### src/rtl/rs485_tx_arbiter.sv
// Shares one RS485 UART transmitter between three byte sources (round-robin)
// and sequences the half-duplex driver enable with lead/lag guard times.
module rs485_tx_arbiter #(
    parameter int GUARD_CYCLES = 16,
    parameter int BUSY_TIMEOUT = 16
) (
    input  logic        sys_clk,
    input  logic        sys_rst_n,
    input  logic [2:0]  req_valid,
    input  logic [23:0] req_data,
    output logic [2:0]  req_ready,
    output logic        tx_start,
    output logic [7:0]  tx_data,
    input  logic        tx_busy,
    output logic        rs485_de,
    output logic        tx_err
);

    localparam int CNT_MAX = (GUARD_CYCLES > BUSY_TIMEOUT) ? GUARD_CYCLES : BUSY_TIMEOUT;
    localparam int CNT_W   = $clog2(CNT_MAX + 1);
    localparam logic [CNT_W-1:0] CNT_ONE     = CNT_W'(1);
    localparam logic [CNT_W-1:0] GUARD_END   = CNT_W'(GUARD_CYCLES);
    localparam logic [CNT_W-1:0] TIMEOUT_END = CNT_W'(BUSY_TIMEOUT);

    typedef enum logic [2:0] {
        S_IDLE,
        S_LEAD,
        S_START,
        S_WAIT_BUSY,
        S_WAIT_DONE,
        S_LAG
    } state_t;

    state_t           state_q, state_d;
    logic [CNT_W-1:0] cnt_q, cnt_d;
    logic [1:0]       last_q, last_d;
    logic [7:0]       data_q, data_d;
    logic             run_q;
    logic             start_q, start_d;
    logic             de_q, de_d;
    logic             err_q, err_d;

    logic             timeout;
    logic             arb_en;
    logic             granted;
    logic [2:0]       grant_oh;
    logic [1:0]       grant_idx;
    logic [7:0]       grant_byte;

    // A timed-out WAIT_BUSY behaves exactly like the busy-fall cycle of WAIT_DONE.
    assign timeout = (state_q == S_WAIT_BUSY) && (cnt_q == TIMEOUT_END);

    // run_q keeps grants off while reset is held and in the first cycle after it.
    assign arb_en = run_q && ((state_q == S_IDLE) || (state_q == S_LAG) ||
                              ((state_q == S_WAIT_DONE) && !tx_busy) || timeout);

    always_comb begin : arbitrate
        int idx;
        // NOTE: every variable written here gets a default first, so no path infers a latch.
        grant_oh   = 3'b000;
        grant_idx  = last_q;
        grant_byte = 8'h00;
        idx        = 0;
        for (int k = 1; k <= 3; k++) begin
            idx = (int'(last_q) + k) % 3;
            if (arb_en && req_valid[idx] && (grant_oh == 3'b000)) begin
                grant_oh[idx] = 1'b1;
                grant_idx     = 2'(idx);
                grant_byte    = req_data[8*idx +: 8];
            end
        end
    end

    assign granted = |grant_oh;
    assign last_d  = granted ? grant_idx : last_q;
    assign data_d  = granted ? grant_byte : data_q;

    always_comb begin : next_state
        state_d = state_q;
        cnt_d   = cnt_q;
        case (state_q)
            S_IDLE: begin
                if (granted) begin
                    state_d = S_LEAD;
                    cnt_d   = CNT_ONE;
                end
            end
            S_LEAD: begin
                if (cnt_q == GUARD_END) state_d = S_START;
                else                    cnt_d   = cnt_q + CNT_ONE;
            end
            S_START: begin
                // A busy flag already high here is taken as the rise.
                cnt_d   = CNT_ONE;
                state_d = tx_busy ? S_WAIT_DONE : S_WAIT_BUSY;
            end
            S_WAIT_BUSY: begin
                if (timeout) begin
                    state_d = granted ? S_START : S_LAG;
                    cnt_d   = CNT_ONE;
                end else if (tx_busy) begin
                    state_d = S_WAIT_DONE;
                end else begin
                    cnt_d = cnt_q + CNT_ONE;
                end
            end
            S_WAIT_DONE: begin
                if (!tx_busy) begin
                    state_d = granted ? S_START : S_LAG;
                    cnt_d   = CNT_ONE;
                end
            end
            S_LAG: begin
                if (granted)                 state_d = S_START;
                else if (cnt_q == GUARD_END) state_d = S_IDLE;
                else                         cnt_d   = cnt_q + CNT_ONE;
            end
            default: state_d = S_IDLE;
        endcase
    end

    always_comb begin : outputs
        de_d    = (state_d != S_IDLE);
        start_d = (state_d == S_START);
        err_d   = (state_d == S_WAIT_BUSY) && (cnt_d == TIMEOUT_END);
    end

    always_ff @(posedge sys_clk or negedge sys_rst_n) begin
        if (!sys_rst_n) begin
            state_q <= S_IDLE;
            cnt_q   <= '0;
            last_q  <= 2'd2;
            data_q  <= 8'h00;
            run_q   <= 1'b0;
            start_q <= 1'b0;
            de_q    <= 1'b0;
            err_q   <= 1'b0;
        end else begin
            // NOTE: non-blocking assignments so every register samples pre-edge values.
            state_q <= state_d;
            cnt_q   <= cnt_d;
            last_q  <= last_d;
            data_q  <= data_d;
            run_q   <= 1'b1;
            start_q <= start_d;
            de_q    <= de_d;
            err_q   <= err_d;
        end
    end

    // req_ready is decoded from the current request so the byte is consumed in
    // its grant cycle; every other output comes straight from a register.
    assign req_ready = grant_oh;
    assign tx_start  = start_q;
    assign tx_data   = data_q;
    assign rs485_de  = de_q;
    assign tx_err    = err_q;

endmodule
### config.mk
export PLATFORM = sky130hd
export DESIGN_NAME = rs485_tx_arbiter
export DESIGN_NICKNAME = d
export VERILOG_FILES = /design/src/rtl/rs485_tx_arbiter.sv
export SDC_FILE = /design/constraint.sdc
export NUM_CORES = 1
export LEC_CHECK = 0
export ABC_AREA = 1
export CAP_MARGIN = 20
export CORE_UTILIZATION = 50
export CTS_BUF_LIST = sky130_fd_sc_hd__clkbuf_8 sky130_fd_sc_hd__clkbuf_16
export CTS_CLUSTER_DIAMETER = 200
export CTS_CLUSTER_SIZE = 12
export DETAILED_ROUTE_END_ITERATION = 6
export PLACE_DENSITY = 0.85
export SETUP_SLACK_MARGIN = 0.15
export SLEW_MARGIN = 30
export SYNTH_ARGS = -nofsm -noshare
export SYNTH_HDL_FRONTEND = slang
export SYNTH_SLANG_ARGS = --single-unit
### constraint.sdc
create_clock -name sys_clk -period 2.65 [get_ports sys_clk]
set_input_delay 0.53 -clock sys_clk [delete_from_list [all_inputs] [get_ports sys_clk]]
set_output_delay 0.53 -clock sys_clk [all_outputs]
set_load 0.005 [all_outputs]
==> metrics <==
vias in the first global route=3189; worst hold start=tx_data[0]; GPL Wtd Cong=0.973; 1st-iter DRT viols=505; met3 wire len=1.21 mm; antenna-violating nets left=0; Cell Chain, Critical Path=inv_4 > ha_4 > inv_2 > nand2_2 > nand3_2 > nand2_4 > nand4_4 > nand2_2 > inv_2 > nand3_2 > nand2_2 > nor2_4 > nand3_2 > nand2_2 > buf_4 > inv_2 > buf_4 > nand3_1 > nand2_1 > inv_1 > nand2_1 > a21oi_2 > nand2_1 > nor2_1; die area=5850 um^2; M1 wire length=3.81 mm; Core ar.=5240 um^2; Tmin final=3.14 ns; largest net degree at the start of global routing=25; maximum VDD drop=0.000970 V; Final TNS setup=-8.88 ns; Congestion Overflow GR=0; Warnings, synthesis=0; Syn Std Cell Area=2770 um^2; Vias=3705; Req. time, crit path=2.84 ns; CTS tree=built; clock edge transition at the registers on the reported setup and hold paths=0.09 ns; WL final=10.6 mm; FF-to-FF Start=last_q[1]; crit-path max cell delay=0.57 ns; Top FF cell, synth=dfrtp_1; wire length on met2=5.05 mm; Worst Setup End Kind=flop; Initial Util=53.0%; Worst EP arrival=3.33 ns; final setup fails=24; worst slew pin tran=0.620 ns; diode count=0; layout cell share with drive strength beyond 1=34.5%; worst reg2reg setup slack=-0.49 ns; reg2reg end=tx_err; drc violations=0; H-tree levels=1; syn nets=476; failing checks=negative setup slack; Final Net Count=579; WL per Instance=17.5 um; asr flop ratio synth=100%; area grow syn2layout=50.2%; Setup crit start kind=flop; Initial DRT Pass Iterations=6; Clock Path Buffers=2; delay-heaviest family, CP=simple AND/OR/NAND/NOR gates; FF+latch area=552 um^2; hold_ws=0.516 ns; Max-slew headroom=58.4%; Worst Hold Endpoint=tx_data[0]; # hold bufs at CTS=0; min-delay worst type=flop to flop; RSZ-0062 raised after global routing=yes; buffer and inverter count on the worst path=7; initial antenna violation count=0; register bit total from synthesis=22; Cells after Synth=434; commonest cells after routing, fill and taps aside=nand2_1, buf_4, o21ai_0; DR vias/cell=6.11; DR top layer=met4; DP Worst Slack=-0.467 ns; first-pass GRT wire length=15.0 mm; Cell variety after synth=42; Avg Cell Area, Syn=6.39 um^2; chip width=76.5 um; Lkg Pwr=1.95 nW; I/O pin total=44; final hold viol count=0; Worst Hold Path Cells=1; # clock sinks=22; Power Density=1600 nW/um^2; Critical-path top delay cell=dfstp_2; status=finished with violations; Fmax=318 MHz; period utilization=119%; R2R depth=24; Skew-Pair Late Insertion Delay=0.27 ns; GRT Util Overall=31.6%; DP HPWL=6.38 mm; PortBufs=43; EDFF count, synth=0; worst clock skew=0.00813 ns; most frequent CP cell=nand2_2; CTS Buf Count=3; FP Rows=26; Max Cap Violations=0; Crit Path Category=flop to flop; sequential share of the synthesized area=19.9%; number of fill cells in the layout=332; chip height=76.5 um; Critical Path Fanout Max=11; setup ws final=-0.493 ns; leading cell type in the layout, fill and taps excluded=nand2_1; multi-input logic area=2130 um^2; Root Buffer=clkbuf_8; Slew Viols, Final=0
==> timing repair <==
item                       in CTS  in global routing
buffers inserted               13                  6
pin swaps                      19                 10
gates cloned                    1                  3
resized for setup              40                 34
setup endpoints to repair      24                 24
==> how the worst max path moves through the flow <==
stage / endpoint / depth (start not counted) / startpoint
after floorplan: tx_err / 23 / last_q[1]
after global placement: req_ready[2] / 16 / tx_busy
after detailed placement: req_ready[2] / 16 / tx_busy
after CTS: tx_err / 26 / last_q[1]
after global routing: tx_err / 24 / last_q[1]
final: tx_err / 24 / last_q[1]
==> cells in the mapped netlist (3+ instances only) <==
library cell | number | area share [%]
buf_2 | 4 | 0.72
buf_6 | 3 | 1.2
nand2_2 | 14 | 3.2
nor3_1 | 6 | 1.1
nor2_2 | 4 | 0.90
nand3_2 | 9 | 3.2
o21ai_0 | 48 | 8.7
inv_1 | 46 | 6.2
nand2_4 | 3 | 1.2
xor2_1 | 4 | 1.3
dfrtp_1 | 21 | 19
a31oi_1 | 3 | 0.68
o211ai_1 | 13 | 3.5
a21oi_1 | 39 | 7.0
nor2_4 | 6 | 2.4
inv_2 | 15 | 2.0
o21a_1 | 3 | 0.81
clkbuf_1 | 9 | 1.2
a31o_2 | 3 | 0.95
nand3_1 | 30 | 5.4
ha_1 | 12 | 5.4
nand2_1 | 82 | 11
nor2_1 | 33 | 4.5
==> flip-flops by register name, summed over array words and instances, names as in the netlist <==
name	cells
tx_err	1
last_q	2
cnt_q	5
run_q	1
tx_data	8
tx_start	1
state_q	3
rs485_de	1
==> layer usage <==
layer	global-route usage [%]	vias to the layer above
met5	0	-
met4	9.81	0
met3	3.71	78
met2	54.1	299
met1	41.3	1683
li1	-	1645
==> power breakdown <==
group	switching (mW)	total [mW]	internal (mW)	leakage, nW
combinational	3.19	5.82	2.63	1.65
sequential	0.137	0.641	0.505	0.271
clock	0.113	0.217	0.104	0.0269
total	3.44	6.68	3.24	1.95
==> cell families after synthesis <==
group	share of synthesized area, %
simple gates	35.5
compound gates	25.5
buf+inv	12.0
flops	19.9
fa+ha+maj	5.41
xor+xnor	1.58
other cells	0.135
==> final cells by class <==
type / instances / area share, %
Clock buffer: 3 / 0.991
Inverter: 61 / 5.61
Tap cell: 70 / 2.10
Timing Repair Buffer: 117 / 26.8
Clock inverter: 1 / 0.0901
Multi-Input combinational cell: 332 / 51.2
Sequential cell: 22 / 13.2
==> worst reg2reg max path: stages, from the launching register on <==
cell and delay, ns:
dfstp_2 0.57, inv_4 0.05, ha_4 0.31, inv_2 0.06, nand2_2 0.08, nand3_2 0.10
nand2_4 0.13, nand4_4 0.09, nand2_2 0.09, inv_2 0.06, nand3_2 0.08, nand2_2 0.08
nor2_4 0.14, nand3_2 0.08, nand2_2 0.08, buf_4 0.10, inv_2 0.05, buf_4 0.18
nand3_1 0.12, nand2_1 0.09, inv_1 0.14, nand2_1 0.08, a21oi_2 0.11, nand2_1 0.06
nor2_1 0.11
==> stage by stage <==
step | total power, mW | std cells | utilization, % | cell area, um^2
after floorplan | 3.37 | 434 | - | 2850
after global placement | 4.70 | 579 | 70.4 | 3690
after detailed placement | 4.87 | 579 | 70.4 | 3690
after CTS | 5.63 | 597 | 75.6 | 3960
after global routing | 7.06 | 606 | 79.6 | 4170
final | 6.68 | 606 | 79.6 | 4170
Power figures use the tool's default switching activity.
